===== config.mk =====
export PLATFORM = sky130hd
export DESIGN_NAME = uart_tx_stream
export DESIGN_NICKNAME = d
export VERILOG_FILES = /design/src/rtl/uart_tx_stream.sv
export SDC_FILE = /design/constraint.sdc
export NUM_CORES = 1
export LEC_CHECK = 0
export ABC_AREA = 0
export BUFFER_PORTS_ARGS = -buffer_cell sky130_fd_sc_hd__buf_2
export CORE_MARGIN = 2
export CORE_UTILIZATION = 60
export DETAILED_ROUTE_END_ITERATION = 12
export HOLD_SLACK_MARGIN = 0.08
export PLACE_DENSITY = 0.88
export SLEW_MARGIN = 20
export SYNTH_ARGS = -nofsm -noshare
export SYNTH_HDL_FRONTEND = slang
export SYNTH_SLANG_ARGS = --single-unit

===== constraint.sdc =====
create_clock -name clk -period 3.81 [get_ports clk]
set_input_delay 0.381 -clock clk [delete_from_list [all_inputs] [get_ports clk]]
set_output_delay 0.381 -clock clk [all_outputs]
set_load 0.03 [all_outputs]

===== src/rtl/uart_tx_stream.sv =====
// Stream-fed UART transmitter: accepts one word per handshake in IDLE and
// serialises it as start, LSB-first data, optional parity and stop bits.
module uart_tx_stream #(
    parameter int    DATA_BITS = 8,
    parameter int    CLK_DIV   = 868,
    parameter string PARITY    = "NONE",
    parameter int    STOP_BITS = 1
) (
    input  logic                 clk,
    input  logic                 rst_n,
    input  logic                 s_valid,
    output logic                 s_ready,
    input  logic [DATA_BITS-1:0] s_data,
    output logic                 txd,
    output logic                 busy
);

    localparam int BW = (CLK_DIV > 1) ? $clog2(CLK_DIV) : 1;
    localparam int CW = (DATA_BITS > 1) ? $clog2(DATA_BITS) : 1;
    localparam logic [BW-1:0] BAUD_LAST = BW'(CLK_DIV - 1);
    localparam logic [CW-1:0] DATA_LAST = CW'(DATA_BITS - 1);
    localparam logic [CW-1:0] STOP_LAST = CW'(STOP_BITS - 1);
    localparam bit PAR_EN  = (PARITY != "NONE");
    localparam bit PAR_ODD = (PARITY == "ODD");

    typedef enum logic [2:0] {
        ST_IDLE,
        ST_START,
        ST_DATA,
        ST_PARITY,
        ST_STOP
    } state_t;

    state_t                 state_q, state_d;
    logic [BW-1:0]          baud_q, baud_d;
    logic [CW-1:0]          bit_q, bit_d;
    logic [DATA_BITS-1:0]   shift_q, shift_d;
    logic                   par_q, par_d;
    logic                   txd_q, txd_d;
    logic                   ready_q, ready_d;
    logic                   bit_done;

    assign bit_done = (baud_q == BAUD_LAST);
    assign s_ready  = ready_q;
    assign txd      = txd_q;
    assign busy     = (state_q != ST_IDLE);

    always_ff @(posedge clk or negedge rst_n) begin
        if (!rst_n) begin
            state_q <= ST_IDLE;
            baud_q  <= '0;
            bit_q   <= '0;
            shift_q <= '0;
            par_q   <= 1'b0;
            txd_q   <= 1'b1;
            ready_q <= 1'b0;
        end else begin
            state_q <= state_d;
            baud_q  <= baud_d;
            bit_q   <= bit_d;
            shift_q <= shift_d;
            par_q   <= par_d;
            txd_q   <= txd_d;
            ready_q <= ready_d;
        end
    end

    // txd_d is the level for the bit the machine enters, so the line is registered
    // and the start bit appears in the cycle right after the handshake.
    always_comb begin
        state_d = state_q;
        baud_d  = baud_q;
        bit_d   = bit_q;
        shift_d = shift_q;
        par_d   = par_q;
        txd_d   = txd_q;
        ready_d = ready_q;

        case (state_q)
            ST_IDLE: begin
                ready_d = 1'b1;
                txd_d   = 1'b1;
                if (s_valid && ready_q) begin
                    state_d = ST_START;
                    shift_d = s_data;
                    par_d   = (^s_data) ^ PAR_ODD;
                    baud_d  = '0;
                    bit_d   = '0;
                    ready_d = 1'b0;
                    txd_d   = 1'b0;
                end
            end
            ST_START: begin
                if (bit_done) begin
                    baud_d  = '0;
                    state_d = ST_DATA;
                    txd_d   = shift_q[0];
                end else begin
                    baud_d = baud_q + 1'b1;
                end
            end
            ST_DATA: begin
                if (bit_done) begin
                    baud_d = '0;
                    if (bit_q == DATA_LAST) begin
                        bit_d = '0;
                        if (PAR_EN) begin
                            state_d = ST_PARITY;
                            txd_d   = par_q;
                        end else begin
                            state_d = ST_STOP;
                            txd_d   = 1'b1;
                        end
                    end else begin
                        bit_d   = bit_q + 1'b1;
                        shift_d = shift_q >> 1;
                        txd_d   = shift_q[1];
                    end
                end else begin
                    baud_d = baud_q + 1'b1;
                end
            end
            ST_PARITY: begin
                if (bit_done) begin
                    baud_d  = '0;
                    state_d = ST_STOP;
                    txd_d   = 1'b1;
                end else begin
                    baud_d = baud_q + 1'b1;
                end
            end
            ST_STOP: begin
                txd_d = 1'b1;
                if (bit_done) begin
                    baud_d = '0;
                    if (bit_q == STOP_LAST) begin
                        bit_d   = '0;
                        state_d = ST_IDLE;
                        ready_d = 1'b1;
                    end else begin
                        bit_d = bit_q + 1'b1;
                    end
                end else begin
                    baud_d = baud_q + 1'b1;
                end
            end
            default: begin
                state_d = ST_IDLE;
                txd_d   = 1'b1;
                ready_d = 1'b0;
            end
        endcase
    end

endmodule


# Word-level counts from Yosys, hierarchy flattened
# Cells that the tools add are included.
[classes] n_bitwise=1 n_addsub=2 n_reduce_logical=15 muxes=30 eq_ne=14
[op_table] operator="$mux 3" count=12
[op_table] operator="$mux 8" count=3
[op_table] operator="$mux 10" count=2
[op_table] operator="$pmux 10 s2" count=1
[op_table] operator="$ne 2x2->1 const B" count=8
[op_table] operator="$pmux 8 s2" count=1
[op_table] operator="$pmux 3 s5" count=1
[op_table] operator="$add 10x1->10 const B" count=1
[op_table] operator="$eq 10x10->1 const B" count=1
[op_table] operator="$pmux 3 s3" count=1
[op_table] operator="$reduce_and 4->1" count=2
[op_table] operator="$mux 1" count=7
[op_table] operator="$reduce_and 7->1" count=1
[op_table] operator="$eq 3x2->1 const B" count=2
[op_table] operator="$eq 3x3->1 const B" count=2
[op_table] operator="$logic_not 3->1" count=2
[op_table] operator="$reduce_and 3->1" count=2
[op_table] operator="$reduce_bool 3->1" count=2
[op_table] operator="$pmux 1 s4" count=1
[op_table] operator="$reduce_bool 2->1" count=2
[op_table] operator="$reduce_or 4->1" count=1
[op_table] operator="$add 3x1->3 const B" count=1
[op_table] operator="$eq 3x1->1 const B" count=1
[op_table] operator="$pmux 1 s3" count=1
[op_table] operator="4 further kinds" count=4
[totals] register_bits=26 word_cells=68

# Depth between registers and ports, before layout
# Gate-level depths: netlist of run 1.
[depth] word_depth=4 mapped_depth=6 mapped_depth_nobuf=6

# Worst setup path before layout of run 1
# Ideal clock, no wire load.
[synth_path] kind="reg-to-reg" startpoint="register state_q[2]" endpoint="register baud_q[2]" required_ns=3.675 stages_incl_launch_ff=6 arrival_ns=1.707 path_slack_ns=1.969 cell_sequence="dfrtp_1 buf_2 or3_1 or2_2 o21ai_1 nor2_1"
[synth_via] elab_chain_len=4 elab_cells_between_ends=10 classes_between="5 x eq/ne; 1 x mux; 4 x reduce/logical"
[synth_rtl] item="from (decl)" line_no="34" text="state_t state_q, state_d;"
[synth_rtl] item="from (signal assigned)" line_no="58" text="state_q <= state_d;"
[synth_rtl] item="$eq 3x3->1, or another cell as far along" line_no="79" text="case (state_q)"
[synth_rtl] item="$reduce_or 4->1 (no line)"
[synth_rtl] item="$reduce_bool 2->1 (no line)"
[synth_rtl] item="$reduce_and 2->1 (no line)"
[synth_rtl] item="to (signal assigned)" line_no="59" text="baud_q <= baud_d;"
[synth_rtl] item="to (decl)" line_no="35" text="logic [BW-1:0] baud_q, baud_d;"
# Parallel ways exist; a longest one is shown, timed or not.
# A chain may end at the register's enable or synchronous reset.

# Worst setup path after layout of run 1
[layout_path] startpoint="register state_q[1]" endpoint="register shift_q[2]"
[layout_via] elab_chain_len=3 elab_cells_between_ends=8 classes_between="4 x eq/ne; 1 x mux; 3 x reduce/logical"
[layout_rtl] item="$eq 3x2->1 or $logic_not 3->1 (tied branches)" line_no="79"
[layout_rtl] item="$ne 2x2->1 (no line) or $reduce_bool 2->1 (tied branches)"
[layout_rtl] item="$reduce_and 4->1 (no line)"
[layout_rtl] item="to (signal assigned)" line_no="61" text="shift_q <= shift_d;"
[layout_rtl] item="to (decl)" line_no="37" text="logic [DATA_BITS-1:0] shift_q, shift_d;"
# Parallel ways exist; a longest one is shown, timed or not.

==> run_results.csv, run 1 <==
group,metric,value,unit
route,drc,0,
route,drtIter0Drc,32,
place,port_buffers,13,
floorplan,die_w,54.6,µm
global_route,grt_pass1_vias,1151,
place,gp_congestion,0.815,
yosys,synth_ff_type,"dfrtp_1",
setup_path,crit_type,"register to register",
route,ant_nets,0,
sta,period_share,54.9,%
yosys,ys_types,43,
yosys,synth_nets,163,
setup_path,critical_path.max_fanout,11,
yosys,yosysSeqAreaShare,42.5,%
yosys,synth_top_area_cell,"dfrtp_1",
route,firstDrtPassIters,4,
sta,setup_tns,0,ns
floorplan,rows,18,
cells_and_area,drive_above_1_share,30.0,%
sta,rsz0062_at_grt,"false",
place,place_hpwl,2120,µm
floorplan,io_pins,14,
sta,finalCriticalPeriod,2.09,ns
clocking,ctsRootBufferMaster,"clkbuf_4",
yosys,ys_async_sr_fraction,100,%
sta,fmax,478,MHz
global_route,grt.total_usage,22.5,%
yosys,synth_edf_count,0,
yosys,ys_ff_latch,26,
route,avgViaCountPerCell,6.28,
cells_and_area,nets,176,
clocking,cts_inserted_buffers,3,
yosys,syn_area,0.00153,mm²
sta,finalHoldViolations,0,
setup_path,crit_required,4.03,ns
sta,worst_slew_pin_slew,0.665,ns
sta,max_slew_margin,55.4,%
setup_path,worstPathArrival,2.31,ns
global_route,antenna_found_initial,0,
clocking,cts_setup_buffers,0,
yosys,synth_top_area_share,40.8,%
clocking,cts_tree,"built",
floorplan,die_h,54.6,µm
route,routedWlPerCell,15.1,µm
power_and_ir_drop,vdd_drop_max,0.403,mV
route,wirelength,2870,µm
sta,skew,0.00641,ns
sta,setup_ws,1.72,ns
floorplan,dieArea,0.00298,mm²
hold_path,hp-class,"primary input to register",
floorplan,core-area,0.00245,mm²
yosys,yosysWarnings,0,
power_and_ir_drop,leakage,0.716,nW
sta,setup_violations,0,
cells_and_area,syn2layout_area_growth,7.50,%
cells_and_area,insertedDiodeCount,0,
power_and_ir_drop,p_per_area,528,mW/mm²
global_route,overflow,0,
setup_path,critPathLaunchType,"register",
clocking,insertion_delay,0.32,ns
route,num_vias,1194,
clocking,h-tree-depth,1,
clocking,cts_num_sinks,26,
setup_path,reg2reg_slack,1.72,ns
run,drv_cap,0,
floorplan,start_util,62.5,%
sta,slew_viol_final,0,
cells_and_area,fill_cells,196,
outcome,outcome,"finished, final reports clean",
global_route,grt_max_degree,27,
yosys,syn_avg_cell_area,10.4,µm²
global_route,grt_pass1_wl,4810,µm
yosys,postSynthCellCount,148,
place,dp_slack,1.76,ns
clocking,clk_pin_slew,0.14,ns
setup_path,cp-end-kind,"register",
clocking,cts_buffer_depth,2,
yosys,synth_area_leaders,"dfrtp_1 41%, mux2_2 12%, ha_1 3.3%",
==> metrics by stage <==
| step | cells | util [%] | power (mW) | hold WS [ns] | cell area [µm²] |
|---|---|---|---|---|---|
| final | 190 | 67.2 | 0.870 | 0.410 | 1650 |
| after global routing | 190 | 67.2 | 0.931 | 0.412 | 1650 |
| after CTS | 190 | 67.2 | 0.876 | 0.406 | 1650 |
| after detailed placement | 185 | 65.3 | 0.736 | 0.410 | 1600 |
| after global placement | 185 | 65.3 | 0.719 | 0.398 | 1600 |
| after floorplan | 148 | - | 0.663 | 0.0854 | 1530 |
==> sequential cells by signal, summed over array words and instances (netlist names) <==
register,count
txd,1
s_ready,1
state_q,3
shift_q,8
baud_q,10
bit_q,3
==> per-layer routing <==
layer,wire length [µm],vias to the layer above,GRT usage (%)
met4,49,0,8.75
li1,-,573,-
met5,0,-,0
met1,1270,574,28.8
met2,1420,38,38.4
met3,134,9,3.01
==> synthesized netlist by cell type (2+ instances only) <==
master,n
inv_1,4
nand3b_1,3
nand4b_1,2
or3_4,2
nand2_1,5
o21ai_0,6
dfrtp_1,25
xnor2_1,2
a31oi_1,4
or2_2,2
mux2_2,17
nor3_2,2
xor2_1,4
nor2_1,12
and3_2,3
o21ai_1,2
o221ai_1,2
ha_1,4
or3_1,5
clkbuf_1,2
buf_2,3
nand4_1,2
nor3_1,2
a21oi_1,7
nand3_1,8
==> cell usage in the layout (no fill, tap or decap), types with 2 or more instances in the layout <==
| master | instances |
|---|---|
| a21oi_1 | 7 |
| nand3_1 | 8 |
| o21ai_1 | 2 |
| and3_2 | 3 |
| inv_1 | 4 |
| or3_1 | 5 |
| ha_1 | 4 |
| nor3_2 | 2 |
| clkbuf_4 | 3 |
| a31oi_1 | 4 |
| buf_2 | 13 |
| nand4b_1 | 2 |
| dfrtp_1 | 25 |
| xnor2_1 | 2 |
| or2_2 | 2 |
| xor2_1 | 4 |
| nand4_1 | 2 |
| o221ai_1 | 2 |
| nor2_1 | 12 |
| nor3_1 | 2 |
| nand3b_1 | 3 |
| o21ai_0 | 6 |
| mux2_2 | 17 |
| nand2_1 | 5 |
| or3_4 | 2 |
==> final cells by class <==
type	instances	area (µm²)	area share, %
multi-input combinational	112	833	50.5
clock buffer	4	36.3	2.20
tap	30	37.5	2.28
sequential	26	652	39.5
timing repair buffer	14	75.1	4.55
inverter	4	15.0	0.910
==> logic make-up (layout without fill, tap and decap cells) <==
kind of cell / count (synthesis) / after routing / share of synthesized area, %
adder cells (fa/ha/maj): 4 / 4 / 3.26
buffers and inverters: 10 / 22 / 3.18
AO/OA/AOI/OAI: 30 / 30 / 13.1
flip-flops: 26 / 26 / 42.5
XOR/XNOR: 6 / 6 / 3.43
AND/OR/NAND/NOR: 54 / 54 / 21.4
multiplexers: 18 / 18 / 13.1
==> power by group <==
| group | total [mW] | internal (mW) | switching, mW |
|---|---|---|---|
| logic | 0.286 | 0.140 | 0.145 |
| clock network | 0.140 | 0.0585 | 0.0818 |
| registers | 0.445 | 0.366 | 0.0783 |
| total | 0.870 | 0.565 | 0.305 |
==> final timing paths <==
check	from	depth (start not counted)	to
setup reg to reg	state_q[1]	4	shift_q[2]
hold / removal	s_data[1]	3	shift_q[1]
hold reg to reg	shift_q[3]	1	shift_q[3]
min in group asynchronous	rst_n	2	baud_q[1]
max in group asynchronous	rst_n	2	shift_q[0]
setup / recovery	state_q[1]	4	shift_q[2]
==> worst max-delay path, cell delays in order, from the launching register on <==
cell and delay, ns:
dfrtp_1 0.56, inv_1 0.17, nor3_2 0.58, mux2_2 0.41, mux2_2 0.26
==> repair_timing <==
item | CTS | global route
hold buffers | 1 | 0
setup endpoints to repair | 0 | 0
hold endpoints to repair | 25 | 0
gates resized for setup | 0 | 0
Power figures use the tool's default switching activity.
==> inputs of run 2 (changes only) <==
--- a/config.mk
+++ b/config.mk
@@ -8,10 +8,10 @@
 export ABC_AREA = 0
 export BUFFER_PORTS_ARGS = -buffer_cell sky130_fd_sc_hd__buf_2
 export CORE_MARGIN = 2
-export CORE_UTILIZATION = 60
+export CORE_UTILIZATION = 58
 export DETAILED_ROUTE_END_ITERATION = 12
 export HOLD_SLACK_MARGIN = 0.08
-export PLACE_DENSITY = 0.88
+export PLACE_DENSITY = 0.86
 export SLEW_MARGIN = 20
 export SYNTH_ARGS = -nofsm -noshare
 export SYNTH_HDL_FRONTEND = slang
==> constraint.sdc (replaced) <==
create_clock -name clk -period 2.2 [get_ports clk]
set_input_delay 0.22 -clock clk [delete_from_list [all_inputs] [get_ports clk]]
set_output_delay 0.22 -clock clk [all_outputs]
set_load 0.03 [all_outputs]
==> run 2 against run 1 <==
  * Clock skew increased by 0.0033 ns
  * Worst setup slack got worse by 1.5 ns
  * Sequential cell count unchanged
  * Via count increased by 1.4%
  * Register-to-register slack got worse by 1.5 ns
  * Highest routed layer unchanged
  * Sequential power increased by 73%
  * Total power increased by 75%
  * Clock power increased by 78%
  * Largest power group unchanged
  * Sequential share of layout area decreased by 0.62 points
  * Hold slack got worse by 0.17 ns
  * Maximum frequency increased by 5.3%
  * Critical endpoint is now bit_q[2]
==> run_results.csv, run 2 (synthesized netlist as in run 1, its figures left out) <==
group,metric,value,unit
outcome,outcome,"finished, final reports clean",
setup_path,critical_path.max_fanout,7,
cells_and_area,drive_above_1_share,31.9,%
setup_path,path_cells,"ha_1 > nand4b_1 > or4_2 > a21oi_1 > nor3_1",
cells_and_area,top_register,"baud_q",
cells_and_area,largest_register_ffs,10,
place,gp_congestion,0.888,
cells_and_area,layout_common_cells,"25 x dfrtp_1, 17 x mux2_2, 13 x buf_2",
cells_and_area,reg_top3,"baud_q x10, shift_q x8",
cells_and_area,insertedDiodeCount,0,
floorplan,rows,18,
place,place_hpwl,2210,µm
floorplan,die_w,55.4,µm
setup_path,crit_type,"register to register",
route,drtIter0Drc,59,
sta,finalCriticalPeriod,1.98,ns
clocking,cts_num_sinks,26,
sta,finalHoldViolations,0,
place,port_buffers,13,
clocking,clk_pin_slew,0.15,ns
route,ant_nets,0,
clocking,ctsRootBufferMaster,"clkbuf_4",
sta,skew,0.00969,ns
place,placed_cells,188,
setup_path,cp-end-kind,"register",
sta,period_share,90.2,%
setup_path,worstPathArrival,2.22,ns
route,wirelength,3000,µm
sta,hold_slack,0.235,ns
global_route,grt_pass1_wl,5270,µm
hold_path,min_to,"shift_q[2]",
global_route,overflow,0,
sta,setup_tns,0,ns
hold_path,hp-class,"primary input to register",
setup_path,crit_path_top_delay_cell,"or4_2",
hold_path,min_from,"s_data[2]",
floorplan,dieArea,0.00307,mm²
global_route,antenna_found_initial,0,
cells_and_area,syn2layout_area_growth,9.22,%
floorplan,core-area,0.00250,mm²
setup_path,r2r_start,"baud_q[0]",
setup_path,critPathMaxStageDelay,0.72,ns
power_and_ir_drop,vdd_drop_max,0.771,mV
power_and_ir_drop,leakage,0.734,nW
global_route,grt_pass1_vias,1226,
clocking,cts_buffer_depth,2,
run,drv_cap,0,
sta,setup_violations,0,
global_route,grt.total_usage,21.3,%
setup_path,reg2reg_slack,0.22,ns
sta,slew_viol_final,0,
sta,max_slew_margin,62.1,%
hold_path,min_path_cells,3,
cells_and_area,mostFrequentLayoutCell,"dfrtp_1",
clocking,h-tree-depth,1,
floorplan,die_h,55.4,µm
cells_and_area,layout.cells.non_filler,193,
clocking,insertion_delay,0.33,ns
clocking,cts_inserted_buffers,3,
route,routedWlPerCell,15.5,µm
route,drc,0,
setup_path,crit_required,2.43,ns
power_and_ir_drop,p_per_area,910,mW/mm²
clocking,cts_tree,"built",
setup_path,worstRegToRegCells,5,
cells_and_area,nets,179,
route,firstDrtPassIters,4,
sta,rsz0062_at_grt,"false",
route,num_vias,1211,
route,avgViaCountPerCell,6.27,
floorplan,io_pins,14,
setup_path,critPathLaunchType,"register",
setup_path,r2r_end,"bit_q[2]",
sta,worst_slew_pin_slew,0.569,ns
global_route,grt_max_degree,27,
floorplan,start_util,61.4,%
sta,fmax,504,MHz
[run 2: timing repair]
action	CTS	global route
hold buffers	1	0
endpoints found under the setup margin	0	5
resized for setup	0	1
endpoints found under the hold margin	25	0
buffers inserted	0	0
[run 2: metal layers]
metal	routed length, µm	GRT usage [%]	vias up
li1	-	-	583
met1	1380	28.1	587
met2	1450	34.4	35
met3	135	2.81	6
met4	36	10.5	0
met5	0	0	-
[run 2: power breakdown]
group | total (mW) | internal (mW) | switching, mW
Sequential | 0.772 | 0.634 | 0.137
Combinational | 0.505 | 0.242 | 0.263
Clock | 0.249 | 0.101 | 0.147
[run 2: worst max path at each step]
| stage | to | slack [ns] | depth (start not counted) | startpoint |
|---|---|---|---|---|
| 4_1_cts | baud_q[3] | 0.17 | 5 | baud_q[0] |
| 5_1_grt | baud_q[9] | 0.12 | 4 | state_q[0] |
| 3_5_place_dp | baud_q[3] | 0.19 | 5 | baud_q[0] |
| 2_1_floorplan | baud_q[2] | 0.36 | 5 | state_q[2] |
| 6_report | bit_q[2] | 0.22 | 5 | baud_q[0] |
| 3_3_place_gp | baud_q[5] | 0.26 | 5 | baud_q[0] |
[run 2: through the flow]
| stage | worst slack [ns] | total power, mW | cell area, µm² | util [%] |
|---|---|---|---|---|
| after detailed placement | 0.192 | 1.28 | 1630 | 65.0 |
| after global routing | 0.123 | 1.62 | 1680 | 67.0 |
| after floorplan | 0.359 | 1.15 | 1530 | - |
| final | 0.216 | 1.52 | 1680 | 67.0 |
| after global placement | 0.264 | 1.25 | 1630 | 65.0 |
| after CTS | 0.166 | 1.53 | 1670 | 66.9 |
[run 2: layout make-up]
type	count	area (µm²)
clock buffers	4	36.3
inverters	4	15.0
well taps	30	37.5
flip-flops and latches	26	652
multi-input cells	112	837
repair buffers	17	97.6
fillers	186	825
[run 2: critical path, delay by kind of cell (launching register included)]
| family | cells | cell delay (ns) |
|---|---|---|
| AO/OA/AOI/OAI | 1 | 0.18 |
| flip-flops | 1 | 0.47 |
| AND/OR/NAND/NOR | 3 | 1.01 |
| adder cells (fa/ha/maj) | 1 | 0.24 |
